==> config.mk <==
export PLATFORM = sky130hd
export DESIGN_NAME = h14tx_island_sched
export DESIGN_NICKNAME = d
export VERILOG_FILES = /design/src/rtl/h14tx_island_sched.sv
export SDC_FILE = /design/constraint.sdc
export NUM_CORES = 1
export LEC_CHECK = 0
export ABC_AREA = 0
export CELL_PAD_IN_SITES_DETAIL_PLACEMENT = 1
export CELL_PAD_IN_SITES_GLOBAL_PLACEMENT = 1
export CORE_UTILIZATION = 30
export CTS_CLUSTER_SIZE = 10
export DETAILED_ROUTE_END_ITERATION = 7
export PLACE_DENSITY = 0.73
export SLEW_MARGIN = 15
export SYNTH_ARGS = -nofsm -noshare
export SYNTH_HDL_FRONTEND = slang
export SYNTH_SLANG_ARGS = --single-unit
export TNS_END_PERCENT = 20
==> constraint.sdc <==
create_clock -name clk -period 2.42 [get_ports clk]
set_input_delay 0.363 -clock clk [delete_from_list [all_inputs] [get_ports clk]]
set_output_delay 0.363 -clock clk [all_outputs]
set_load 0.005 [all_outputs]
==> src/rtl/h14tx_island_sched.sv <==
// HDMI 1.4 TX per-line period sequencer and data-island scheduler.
// Derives the video periods from x/y and runs a small island FSM that
// round-robin grants queued packet sources into one data island per line.

package h14tx_pkg;
  typedef enum logic [2:0] {
    Control            = 3'd0,
    VideoPreamble      = 3'd1,
    VideoGuard         = 3'd2,
    VideoActive        = 3'd3,
    DataIslandPreamble = 3'd4,
    DataIslandGuard    = 3'd5,
    DataIslandActive   = 3'd6
  } period_t;
endpackage

module h14tx_island_sched
  import h14tx_pkg::*;
#(
  parameter int BitWidth     = 11,
  parameter int BitHeight    = 10,
  parameter int FrameWidth   = 1650,
  parameter int FrameHeight  = 750,
  parameter int ActiveWidth  = 1280,
  parameter int ActiveHeight = 720,
  parameter int NumSources   = 2,
  parameter int MaxPackets   = 2,
  parameter int IslandOffset = 4
) (
  input  logic                                               clk,
  input  logic                                               rst,
  input  logic [BitWidth-1:0]                                x,
  input  logic [BitHeight-1:0]                               y,
  input  logic [NumSources-1:0]                              req,
  output logic [NumSources-1:0]                              ack,
  output logic [((NumSources > 1) ? $clog2(NumSources) : 1)-1:0] sel,
  output logic [4:0]                                         counter,
  output period_t                                            period
);

  localparam int SelW = (NumSources > 1) ? $clog2(NumSources) : 1;
  localparam int PktW = (MaxPackets > 1) ? $clog2(MaxPackets) : 1;
  localparam int NumW = $clog2(MaxPackets + 1);
  localparam int XW   = BitWidth + 1;
  localparam int YW   = BitHeight + 1;
  localparam int S    = ActiveWidth + IslandOffset;

  localparam logic [XW-1:0] XDecision = XW'(S - 1);
  localparam logic [XW-1:0] XActEnd   = XW'(ActiveWidth);
  localparam logic [XW-1:0] XVpreLo   = XW'(FrameWidth - 10);
  localparam logic [XW-1:0] XVpreHi   = XW'(FrameWidth - 3);
  localparam logic [XW-1:0] XVgdLo    = XW'(FrameWidth - 2);
  localparam logic [XW-1:0] XVgdHi    = XW'(FrameWidth - 1);
  localparam logic [YW-1:0] YActEnd   = YW'(ActiveHeight);
  localparam logic [YW-1:0] YLast     = YW'(FrameHeight - 1);

  // The longest island must finish before the next video preamble.
  if (S + 12 + 32 * MaxPackets + 12 > FrameWidth - 10) begin : g_bad_geometry
    $fatal(1, "h14tx_island_sched: island does not fit in horizontal blanking");
  end
  if (NumSources < 1 || NumSources > 8) begin : g_bad_sources
    $fatal(1, "h14tx_island_sched: NumSources must be 1..8");
  end
  if (MaxPackets < 1 || MaxPackets > 18) begin : g_bad_packets
    $fatal(1, "h14tx_island_sched: MaxPackets must be 1..18");
  end

  typedef enum logic [2:0] {
    IDLE   = 3'd0,
    PRE    = 3'd1,
    LGUARD = 3'd2,
    ACTIVE = 3'd3,
    TGUARD = 3'd4
  } island_state_t;

  island_state_t   state_r;
  logic [4:0]      cyc_r;
  logic [PktW-1:0] pkt_r;
  logic [NumW-1:0] num_r;
  logic [SelW-1:0] ptr_r;
  logic [SelW-1:0] grant_list_r [MaxPackets];

  logic [XW-1:0]   x_ext_s;
  logic [YW-1:0]   y_ext_s;
  logic [YW-1:0]   y_next_s;
  period_t         video_period_s;
  logic [SelW-1:0] gnt_list_s [MaxPackets];
  logic [NumW-1:0] gnt_num_s;
  logic [SelW-1:0] ptr_next_s;
  logic [NumSources-1:0] ack_vec_s;

  // Video period for the sampled position, widened to avoid wrap at line end.
  always_comb begin
    x_ext_s  = {1'b0, x};
    y_ext_s  = {1'b0, y};
    y_next_s = (y_ext_s == YLast) ? '0 : y_ext_s + YW'(1);
    if (x_ext_s < XActEnd && y_ext_s < YActEnd) begin
      video_period_s = VideoActive;
    end else if (y_next_s < YActEnd && x_ext_s >= XVpreLo && x_ext_s <= XVpreHi) begin
      video_period_s = VideoPreamble;
    end else if (y_next_s < YActEnd && x_ext_s >= XVgdLo && x_ext_s <= XVgdHi) begin
      video_period_s = VideoGuard;
    end else begin
      video_period_s = Control;
    end
  end

  // Round-robin grant list: walk sources from the pointer, take up to MaxPackets.
  always_comb begin : grant_calc
    int cnt;
    int idx;
    int last;
    cnt        = 0;
    last       = int'(ptr_r);
    gnt_list_s = '{default: '0};
    for (int j = 0; j < NumSources; j++) begin
      idx = int'(ptr_r) + j;
      idx = (idx >= NumSources) ? (idx - NumSources) : idx;
      if (req[SelW'(idx)] && cnt < MaxPackets) begin
        gnt_list_s[PktW'(cnt)] = SelW'(idx);
        cnt                    = cnt + 1;
        last                   = idx;
      end else begin
        cnt = cnt;
      end
    end
    gnt_num_s  = NumW'(cnt);
    ptr_next_s = (last == NumSources - 1) ? '0 : SelW'(last + 1);
  end

  // One-hot acknowledge for the source owning the current packet slot.
  always_comb begin
    ack_vec_s                      = '0;
    ack_vec_s[grant_list_r[pkt_r]] = 1'b1;
  end

  // Island FSM and registered period/slot outputs.
  always_ff @(posedge clk) begin
    if (rst) begin
      state_r      <= IDLE;
      cyc_r        <= 5'd0;
      pkt_r        <= '0;
      num_r        <= '0;
      ptr_r        <= '0;
      grant_list_r <= '{default: '0};
      period       <= Control;
      ack          <= '0;
      sel          <= '0;
      counter      <= 5'd0;
    end else begin
      period  <= video_period_s;
      ack     <= '0;
      counter <= 5'd0;
      case (state_r)
        IDLE: begin
          if (x_ext_s == XDecision && |req) begin
            grant_list_r <= gnt_list_s;
            num_r        <= gnt_num_s;
            ptr_r        <= ptr_next_s;
            cyc_r        <= 5'd0;
            state_r      <= PRE;
          end
        end
        PRE: begin
          period <= DataIslandPreamble;
          if (cyc_r == 5'd7) begin
            cyc_r   <= 5'd0;
            state_r <= LGUARD;
          end else begin
            cyc_r <= cyc_r + 5'd1;
          end
        end
        LGUARD: begin
          period <= DataIslandGuard;
          if (cyc_r == 5'd1) begin
            cyc_r   <= 5'd0;
            pkt_r   <= '0;
            state_r <= ACTIVE;
          end else begin
            cyc_r <= cyc_r + 5'd1;
          end
        end
        ACTIVE: begin
          period  <= DataIslandActive;
          counter <= cyc_r;
          sel     <= grant_list_r[pkt_r];
          cyc_r   <= cyc_r + 5'd1;
          if (cyc_r == 5'd31) begin
            ack <= ack_vec_s;
            if ((NumW'(pkt_r) + NumW'(1)) == num_r) begin
              cyc_r   <= 5'd0;
              state_r <= TGUARD;
            end else begin
              pkt_r <= pkt_r + PktW'(1);
            end
          end
        end
        TGUARD: begin
          period <= DataIslandGuard;
          if (cyc_r == 5'd1) begin
            cyc_r   <= 5'd0;
            state_r <= IDLE;
          end else begin
            cyc_r <= cyc_r + 5'd1;
          end
        end
        default: begin
          state_r <= IDLE;
        end
      endcase
    end
  end

endmodule

==> results of run 1 <==
[stage by stage]
step	util, %	hold WS, ps
2_1_floorplan	-	440
3_3_place_gp	42.8	446
3_5_place_dp	42.8	475
4_1_cts	44.0	487
5_1_grt	44.0	509
6_report	44.0	481
[tightest hold or removal path, delay by kind of cell, from the launching register on]
kind | cells | cell delay (ps)
simple gates | 1 | 50
flops | 1 | 320
compound gates | 1 | 60
[worst paths after layout]
path / endpoint
setup / recovery: cyc_r[2]
hold / removal: sel
hold reg to reg: sel
setup reg to reg: cyc_r[3]
[logic make-up after synthesis]
group | synth area share (%)
multiplexers | 1.77
AO/OA/AOI/OAI | 18.2
flip-flops | 38.3
adder cells (fa/ha/maj) | 5.20
AND/OR/NAND/NOR | 30.5
XOR/XNOR | 0.728
buffers and inverters | 5.40
[sequential cells by signal, summed over array words and instances (netlist names)]
register and count:
state_r 3, counter 5, period 3, num_r 1
cyc_r 5, ack 2, grant_list_r 1, ptr_r 1
pkt_r 1, sel 1
[report_power, final]
part           total, mW  internal (mW)  switching (mW)
Combinational     0.0759         0.0490          0.0270
Clock              0.234          0.115           0.119
Sequential         0.381          0.380        0.000512
Total              0.691          0.544           0.147
[cell type report]
cell class | count | area share, %
Timing Repair Buffer | 39 | 23.1
Multi-Input combinational cell | 101 | 41.2
Inverter | 6 | 1.37
Clock buffer | 3 | 2.51
Clock inverter | 1 | 0.304
Tap cell | 48 | 3.64
Sequential cell | 23 | 27.9
[routing by layer]
metal / vias to the layer above / global-route usage (%) / wire length (µm)
li1: 570 / - / -
met1: 540 / 16.3 / 1280
met2: 38 / 30.0 / 1610
met3: 4 / 3.13 / 173
met4: 0 / 7.34 / 44
met5: - / 0 / 0
[cell usage after synthesis, types with 2 or more instances]
| cell type | number |
|---|---|
| nor4b_1 | 3 |
| a21oi_1 | 8 |
| nor4_1 | 4 |
| o21ai_0 | 5 |
| nor3_1 | 6 |
| a211o_1 | 2 |
| nand3b_1 | 2 |
| nand2_1 | 10 |
| nor2b_1 | 3 |
| nand3_1 | 7 |
| a22o_1 | 2 |
| ha_1 | 5 |
| and2_1 | 5 |
| a31oi_1 | 2 |
| nor2_1 | 10 |
| dfxtp_1 | 23 |
| o21ai_2 | 2 |
| inv_1 | 6 |
| or3_1 | 2 |
| and3_1 | 2 |
[layout by cell type (no fill, tap or decap), drive strengths merged, types with 2 or more instances in the layout]
master | synthesis | layout
nor2b | 4 | 4
nand2 | 10 | 10
and3 | 2 | 2
nor3 | 6 | 6
and2 | 5 | 5
dfxtp | 23 | 23
nand3 | 7 | 7
a31oi | 2 | 2
nor4b | 3 | 3
or3 | 2 | 2
clkbuf | 2 | 3
nand3b | 2 | 2
a211o | 2 | 2
or4b | 2 | 2
buf | 2 | 4
o21ai | 8 | 8
a21oi | 8 | 8
a22o | 2 | 2
nor4 | 5 | 5
inv | 6 | 6
clkdlybuf4s50 | 0 | 35
nor2 | 10 | 10
ha | 5 | 5
==> impl.org, run 1 <==
** Critical path
- The startpoint identified for the worst register-to-register timing path is cyc_r[0].
- The slowest stage of the critical path belongs to the cell or4b_4.
- The largest single stage delay on the critical path is 560 ps.
- For the worst setup path, the data arrival time is 2190 ps.
- The most critical setup path has its startpoint at x[5].
- Counting cells, the worst reg-to-reg path comes to 8.
- The worst setup path is launched from a primary input.
- Kind of cell with the highest combined delay on the critical path :: simple AND/OR/NAND/NOR gates
- Of all nets on the critical path, the largest fanout is 4.
- The number of buffers and inverters on the critical path is 1.
- The worst setup path is captured at a register.
- Number of logic stages on the critical path including buffering :: 6
- Required @ worst endpoint :: 2580 ps
- Register-to-Register Setup Slack :: 430 ps
- Type of the setup path with the least slack :: primary input to register
- Walking the worst path, the cells encountered are clkdlybuf4s50_1 > or4b_4 > nor4_4 > o21ai_2 > nor2b_4 > a211o_1.

** Floorplanning
- Die Span Y :: 65.3 µm
- Row Count :: 22
- Core area :: 0.00374 mm²
- The floorplan step set the die width to 65.3 µm.
- Once the floorplan was initialized, standard cells occupied 32.2% of the core.
- Number of ports placed on the die boundary :: 36
- Die Footprint :: 0.00427 mm²

** STA
- Setup TNS Final :: 0 ps
- Transition time at the pin with the least slew margin :: 533 ps
- Static timing analysis puts the maximum clock frequency at 0.493 GHz.
- RSZ-0062 raised after global routing :: false
- The worst pin sits at a relative slew slack of 64.5%.
- Portion of the clock cycle consumed by the worst path in the final layout :: 83.9%
- On the final layout, the worst clock skew is 5.83 ps.
- The final-report max-slew violation count came to 0.
- After layout, the worst setup slack is 391 ps.
- Setup violations remaining at the end of the flow were counted as 0.
- For the finished layout, the period the worst path requires is 2030 ps.
- The count of final hold-check violations is 0.

** Global route
- Global-route wire length before repair :: 5.16 mm
- The number of global-route vias before repair came to 1214.
- Number of antenna violations at the first check in global routing :: 0
- Largest net degree at the start of global routing :: 24
- Across every metal layer, demand over resource in global routing totals 15.8%.
- GR Overflow Total :: 0

** Run
- Max-cap violations in this run came to 0.

** Clocking
- CTS tree :: done
- Post-CTS Resized :: 0
- In this run, CTS created clock tree buffers numbering 3.
- Total of hold buffers inserted after clock tree synthesis :: 0
- Setup Buffers After CTS :: 0
- Counting along the longest clock path gives a buffer depth of 2.
- Clock latency on the worst-skew pair, taken at its later pin, is 260 ps.
- The tree is rooted in a clkbuf_8.
- CTS built an H-tree with a depth of 1.
- Counting every sink on the clock net gives 23.
- Clock-pin slew was measured on the worst setup and hold paths at 80 ps.

** Synthesis
- By area the synthesized netlist is led by dfxtp_1 (38%), ha_1 (5.2%), a21oi_1 (3.3%), nand2_1 (3.1%), nor2_1 (3.1%).
- After synthesis the netlist holds a flip-flop and latch count of 23.
- Counting flops with an async set or reset pin after synthesis yields a share of 0%.
- Mapped Cells :: 135
- Average instance area after synthesis :: 8.92 µm²
- In the synthesized netlist the dominant register cell turns out to be dfxtp_1.
- Fraction of synthesized cell area taken by the top area cell type :: 38.3%
- Of all cell types, the one taking the most synthesized area is dfxtp_1.
- The number of nets handed over by synthesis was 165.
- The mapped netlist covers 0.00120 mm².
- The number of different library cells used by synthesis comes to 46.
- EDFF count, synth :: 0
- Summing the sequential cell areas from Yosys gives 38.3% of the chip area.
- During synthesis, Yosys emitted a total of 0 warnings.

** Layout
- Excluding fillers, the count of instances in the completed layout stands at 221.
- Storage cell area :: 460 µm²
- Final non-filler cell area :: 0.00165 mm²
- Relative to the synthesized area, the layout overhead comes to 36.9%.
- 0 antenna diodes ended up in the layout.
- Fillers :: 446
- For this run, the post-layout net count is 204.
- In the final layout, the share of cells above drive strength 1 is 8.67%.
- In the final layout, the multi-input gates occupy 678 µm².

** Run status
- Result of the run :: complete, no violations

** Drt
- Via Count :: 1152
- The first TritonRoute pass finished after 4 iterations.
- Detailed-route wire length per cell :: 14.1 µm
- Total wire length after detailed routing :: 3.11 mm
- Using the TritonRoute via totals, the vias-per-cell ratio works out to 5.21.
- The first routing iteration left 19 violations.
- Remaining antenna violation count :: 0
- # DRC :: 0

** Pwr
- Dividing total power by cell area gives a power density of 419 mW/mm².
- Total power :: 691 µW
- IR Drop Worst-Case VDD :: 0.189 mV
- For this design the static power due to leakage is 0.617 nW.

** Hold path
- Origin of the worst min-delay path :: sel
- Worst hold path cell count :: 2
- In this run the worst hold path is classified as register to register.

** Place
- Port Buf Inserts :: 35
- In this run, placement finished with an instance count of 217.
- Cell area after placement :: 0.00160 mm²
- Setup slack after placement :: 92.8 ps
- Detailed placement ended at an HPWL of 2.45 mm.
- At the end of routability-driven placement, the weighted congestion stood at 0.755.
Note: power is estimated with default switching activity, not from simulation.
==> inputs of run 2 (changes only) <==
clock period = 2 ns   (was 2.42 ns; I/O delays follow)
==> run 2 against run 1 <==
  * Combinational power increased by 30%
  * Critical path type unchanged
  * Total power is 23% higher
  * Highest routed layer unchanged
  * Cell count grew 3.2%
  * Via count increased by 3.0%
  * Final area up 4.5%
  * Register-to-register slack got worse by 300 ps
  * Routed wire length increased by 3.1%
==> impl.org, run 2 (synthesized netlist as in run 1, its figures left out) <==
** Run status
- Result of the run :: complete, no violations

** Floorplanning
- Die Footprint :: 0.00427 mm² (unchanged)
- The number of rows in the core area is 22 (unchanged).
- Effective utilization at floorplan :: 32.2% (unchanged)
- The width of the chip was 65.3 µm (unchanged).
- Die Span Y :: 65.3 µm (unchanged)
- Number of ports placed on the die boundary :: 36 (unchanged)
- Core area :: 0.00374 mm² (unchanged)

** Pwr
- The power density over the cells was 495 mW/mm² (+18%).
- Total power :: 853 µW (+23%)
- The peak ir drop on the vdd network came to 0.270 mV (+43%).
- Static Leak :: 0.666 nW (+7.9%)

** Clocking
- TritonCTS built the clock tree.
- CTS root buffer :: clkbuf_8
- The depth of the CTS H-tree came to 1 (unchanged).
- The number of clock sinks seen by CTS came to 23 (unchanged).
- The clock latency on the worst-skew pair is 270 ps (about the same).
- The number of buffers between clock root and the deepest sink is 2 (unchanged).
- Clock slew at reported path FFs :: 80 ps (about the same)
- The number of clock buffers inserted by TritonCTS is 3 (unchanged).
- Total of hold buffers inserted after clock tree synthesis :: 0 (unchanged)

** STA
- The clock period could shrink to 1950 ps.
- The worst hold margin was 471 ps (-9.78 ps).
- The final setup violation count came to 0 (unchanged).
- The final-report max-slew violation count is 0 (unchanged).
- Portion of the clock cycle consumed by the worst path in the final layout :: 97.5%
- The worst slew margin relative to its limit is 66.3% (+1.9 points).
- Transition time at the pin with the least slew margin :: 505 ps (-28.0 ps)
- Count of final hold-check violations :: 0 (unchanged)
- The final worst clock skew was 2.22 ps (-3.61 ps).
- The aggregate negative setup slack was 0 ps (unchanged).
- Highest achievable clock rate :: 0.513 GHz

** Place
- Cell area after placement :: 0.00165 mm² (+2.8%)
- Placer Congestion :: 0.723 (-4.2%)
- The count of input and output buffers was 35 (unchanged).
- Half-perimeter wire length of the detailed placement result :: 2.43 mm (-0.67%)

** Critical path
- The data arrival at the endpoint of the critical path was 2120 ps (-70 ps).
- Cell depth of the worst flop-to-flop path :: 8 (unchanged)
- Cell breakdown of the critical path :: clkdlybuf4s50_1 > or4b_4 > nor4_4 > o21ai_2 > nor2b_4 > a211o_1
- The endpoint required time on the critical path is 2160 ps (-420 ps).
- The startpoint identified for the worst register-to-register timing path is cyc_r[0].
- Setup crit start kind :: primary input
- Register-to-Register Setup Slack :: 130 ps (-300 ps)
- The worst setup path is of the primary input to register kind.
- In this run the critical register-to-register path is captured at cyc_r[3].
- Among all stages on the critical path, the largest delay is contributed by clkdlybuf4s50_1.
- The maximum cell stage delay along the critical path was 490 ps (-70 ps).
- The peak fanout along the critical path was 4 (unchanged).
- STA classifies the critical path endpoint as a register.

** Layout
- Fraction of layout cells with a size suffix above 1 :: 15.6% (+6.9 points)
- Syn-to-layout area delta :: 43.0%
- Final non-filler cell area :: 0.00172 mm² (+4.5%)
- The net count reported at finish was 211 (+3.4%).
- The antenna diode count is 0 (unchanged).
- Largest registers in the final layout :: counter (5), cyc_r (5)
- The library cell used most frequently in the layout, excluding fill and tap cells, is clkdlybuf4s50_1.
- Fillers :: 458 (+2.7%)
- Most frequent cells in the layout :: clkdlybuf4s50_1 (33), dfxtp_1 (21), buf_4 (11), nor2_1 (10), nand2_1 (9)

** Global route
- The number of global-route vias before repair was 1278 (+5.3%).
- The aggregate global routing overflow came to 0 (unchanged).
- Global router's overall resource usage :: 16.6% (+0.87 points)
- Largest net degree at the start of global routing :: 23 (-4.2%)
- Number of antenna violations at the first check in global routing :: 0 (unchanged)
- Global-route wire length before repair :: 5.41 mm (+4.8%)

** Hold path
- In this run the most critical hold path is launched from sel.
- Worst min path class :: register to register
- The path with the worst hold slack has its endpoint at sel.
- Worst hold path cell count :: 2 (unchanged)

** Drt
- The wire length per cell came to 14.1 µm (about the same).
- Starting DRT DRC Count :: 48 (+29)
- The remaining routing DRC violations was 0 (unchanged).
- Total wire length after detailed routing :: 3.21 mm (+3.1%)
- Remaining antenna violation count :: 0 (unchanged)
- The number of iterations in the first detailed-routing pass was 4 (unchanged).
- The vias after detailed routing was 1186 (+3.0%).
- The average via count per standard cell was 5.20 (-0.21%).

** Run
- Max-capacitance violation count :: 0 (unchanged)
-- run 2: repair_timing --
action / 4_1_cts / 5_1_grt
endpoints found under the hold margin: 0 / 0
gates resized for setup: 0 / 9
setup buffers: 0 / 1
endpoints found under the setup margin: 0 / 6
-- run 2: how the worst max path moves through the flow --
stage	startpoint	endpoint	slack [ps]	depth (start not counted)
after floorplan	x[5]	cyc_r[2]	200	5
after global placement	x[5]	cyc_r[2]	-230	6
after detailed placement	x[5]	cyc_r[2]	-250	6
after CTS	x[5]	cyc_r[2]	40	6
after global routing	x[10]	cyc_r[2]	-30	6
final	x[10]	cyc_r[2]	50	6
-- run 2: metrics by stage --
| step | utilization, % | setup slack, ps | instances |
|---|---|---|---|
| 3_3_place_gp | 44.0 | -229 | 223 |
| 6_report | 46.0 | 49.3 | 228 |
| 5_1_grt | 46.0 | -27.0 | 228 |
| 3_5_place_dp | 44.0 | -248 | 223 |
| 2_1_floorplan | - | 195 | 135 |
| 4_1_cts | 45.2 | 42.1 | 227 |
-- run 2: cell type report --
class / count / area, µm² / area share, %
multi-input combinational: 101 / 693 / 40.3
sequential: 23 / 463 / 26.9
inverter: 6 / 22.5 / 1.31
clock buffer: 4 / 45.0 / 2.62
timing repair buffer: 46 / 438 / 25.4
tap: 48 / 60.1 / 3.49
-- run 2: report_power, final --
part	leakage (nW)	switching, mW	internal (mW)
combinational	0.457	0.0350	0.0639
sequential	0.187	0.000819	0.460
clock	0.0228	0.150	0.143
-- run 2: worst max-delay path: cells and delay by family --
family,cells,cell delay (ps)
AO/OA/AOI/OAI,2,380
buffers and inverters,1,490
AND/OR/NAND/NOR,3,950
-- run 2: per-layer routing --
metal	vias to the layer above	wire length [µm]	track usage [%]
li1	584	-	-
met1	560	1350	16.7
met2	37	1610	31.8
met3	5	168	3.13
met4	0	77	8.97
met5	-	0	0
==> inputs of run 3 (changes only) <==
ABC_CLOCK_PERIOD_IN_PS = 2000   (was default)
CELL_PAD_IN_SITES_DETAIL_PLACEMENT = default   (was 1)
CELL_PAD_IN_SITES_GLOBAL_PLACEMENT = default   (was 1)
PLACE_DENSITY = 0.57   (was 0.73)
==> run 3 against run 2 <==
  * Non-clock buffer count fell by 1
  * Core utilization fell by 0.74 points
  * Register-to-register slack improved by 30 ps
  * Clock power barely moved
  * Critical path depth did not move
  * Final area fell by 1.6%
  * Maximum frequency rose by 0.78%
  * Clock skew fell by 1.0 ps
  * Critical path type unchanged
  * Largest cell class unchanged
  * Largest power group unchanged
==> impl.org, run 3 (synthesized netlist as in run 1, its figures left out) <==
** Drt
- The aggregate routed wire length is 2.72 mm (-15%).
- The wire length per cell was 12.0 µm (-15%).
- Detailed-route vias per instance :: 5.06 (-2.7%)
- The vias after detailed routing was 1149 (-3.1%).
- # DRC :: 0 (unchanged)
- Remaining antenna violation count :: 0 (unchanged)
- The number of iterations in the first detailed-routing pass is 4 (unchanged).
- The DRC marker count from the first detailed-route iteration is 39 (-19%).

** Floorplanning
- The number of rows in the core area was 22 (unchanged).
- Die Footprint :: 0.00427 mm² (unchanged)
- The width of the chip is 65.3 µm (unchanged).
- The starting density of the core is 32.2% (unchanged).
- The y dimension of the die was 65.3 µm (unchanged).
- Core area :: 0.00374 mm² (unchanged)
- The I/O pin count was 36 (unchanged).

** Layout
- The final non-filler cell total is 227 (-0.44%).
- The net count reported at finish was 210 (-0.47%).
- In the layout the commonest cells are clkdlybuf4s50_1 (35), dfxtp_1 (22), nand2_1 (10), nor2_1 (10), buf_4 (10).
- Most common cell after layout, fill and taps aside :: clkdlybuf4s50_1
- The fraction of layout instances using a drive strength above 1 was 12.3% (-3.3 points).
- The antenna diode count is 0 (unchanged).
- Syn-to-layout area delta :: 40.7%
- The largest registers in the layout are counter (5), cyc_r (5).

** STA
- The slew of the pin with the lowest slew margin is 481 ps (-23.2 ps).
- Portion of the clock cycle consumed by the worst path in the final layout :: 96.8% (-0.75 points)
- Setup TNS Final :: 0 ps (unchanged)
- Final count of pins violating max slew :: 0 (unchanged)
- RSZ-0062 raised after global routing :: true
- Finish-stage setup viols :: 0 (unchanged)
- Count of final hold-check violations :: 0 (unchanged)
- The minimum setup slack in the final design was 64.4 ps (+15.1 ps).
- The worst slew margin relative to its limit is 67.9% (+1.6 points).
- The minimum clock period after layout came to 1940 ps (-15.1 ps).
- Setup clock skew after layout :: 1.19 ps (-1.02 ps)
- Highest achievable clock rate :: 0.517 GHz (+0.78%)

** Clocking
- CTS root buffer :: clkbuf_8
- CTS Buf Count :: 3 (unchanged)
- TritonCTS built the clock tree.
- Setup Buffers After CTS :: 0 (unchanged)
- The clock latency on the worst-skew pair was 270 ps (about the same).
- The number of buffers between clock root and the deepest sink is 2 (unchanged).
- The number of clock sinks seen by CTS is 23 (unchanged).
- Clock slew at reported path FFs :: 80 ps (about the same)
- Total of hold buffers inserted after clock tree synthesis :: 0 (unchanged)
- The depth of the CTS H-tree came to 1 (unchanged).

** Pwr
- The post-route total power came to 848 µW (-0.60%).
- The power density over the cells is 500 mW/mm² (+1.0%).
- The peak ir drop on the vdd network came to 0.292 mV (+8.0%).
- Static Leak :: 0.647 nW (-2.9%)

** Critical path
- The setup path with the least slack is of type primary input to register.
- The worst setup path is launched from a primary input.
- STA classifies the critical path endpoint as a register.
- The data arrival at the endpoint of the critical path is 2100 ps (-20 ps).
- Required @ worst endpoint :: 2160 ps (about the same)
- Maximum net fanout on the critical path :: 4 (unchanged)
- The length in cells of the worst reg-to-reg path was 8 (unchanged).

** Global route
- The aggregate global routing overflow came to 0 (unchanged).
- Number of antenna violations at the first check in global routing :: 0 (unchanged)
- The pin count of the biggest net entering global routing came to 15 (-35%).
- Number of global-route vias before repair :: 1123 (-12%)
- Global router's overall resource usage :: 14.7% (-2.0 points)
- The global-route wire length before repair was 4.86 mm (-10%).

** Run status
- The run finished with clean final reports.

** Place
- The instance count after placement with tap cells included came to 223 (unchanged).
- Half-perimeter wire length of the detailed placement result :: 2.14 mm (-12%)
- The worst setup slack after placement was -236 ps (+11.8 ps).
- The final weighted congestion in routability-driven placement is 0.723 (about the same).
- The count of input and output buffers was 35 (unchanged).

** Hold path
- Worst hold path cell count :: 2 (unchanged)
- Worst min path class :: register to register

** Run
- The max-cap check violation count came to 0 (unchanged).
==> run 3: changes by cell type in the layout (fill, tap and decap cells not counted), sizes merged <==
cell	before	now
dlymetal6s2s	2	0
clkinv	0	1
clkdlybuf4s50	33	35
clkbuf	4	3
buf	11	10
==> run 3: routing by layer <==
metal  vias to the layer above  wire (µm)  share of wire [%]  GRT usage, %
met1                       522       1290                 48          18.3
met3                         6        112                4.1          1.74
met5                         -          0                  0             0
met2                        40       1250                 46          24.4
li1                        581          -                  -             -
met4                         0         63                2.3          8.15
==> run 3: per-stage QoR <==
| stage | hold WS [ps] | utilization [%] | cell area, µm² |
|---|---|---|---|
| 6_report | 463 | 45.3 | 1690 |
| 5_1_grt | 488 | 45.3 | 1690 |
| 4_1_cts | 465 | 45.2 | 1690 |
| 3_5_place_dp | 454 | 44.0 | 1650 |
| 3_3_place_gp | 445 | 44.0 | 1650 |
| 2_1_floorplan | 440 | - | 1200 |
==> run 3: critical path, stage by stage <==
cell and delay [ps]:
clkdlybuf4s50_1 420, or4b_4 550, nor4_4 320, o21ai_2 80, nor2b_4 140, a211o_1 290
==> run 3: layout make-up <==
class	count	area, µm²
inverter	6	22.5
clock buffer	3	41.3
sequential	23	462
tap	48	60.1
clock inverter	1	5.00
multi-input combinational	101	678
timing repair buffer	45	425
fill	364	2050
==> run 3: power by group <==
group	leakage [nW]	total (mW)	internal, mW	switching (mW)
logic	0.435	0.0970	0.0640	0.0331
clock network	0.0255	0.290	0.139	0.150
registers	0.186	0.461	0.460	0.000853
total	0.647	0.848	0.663	0.184
==> run 3: worst paths after layout <==
path | startpoint | end | slack [ps]
worst min register to register | sel | sel | 460
worst min-delay path | sel | sel | 460
worst max-delay path | x[5] | cyc_r[2] | 60
worst max register to register | cyc_r[1] | cyc_r[3] | 160
==> run 3: what timing repair did <==
item,CTS,global route
hold endpoints to repair,0,0
resized for setup,0,1
setup endpoints to repair,0,3
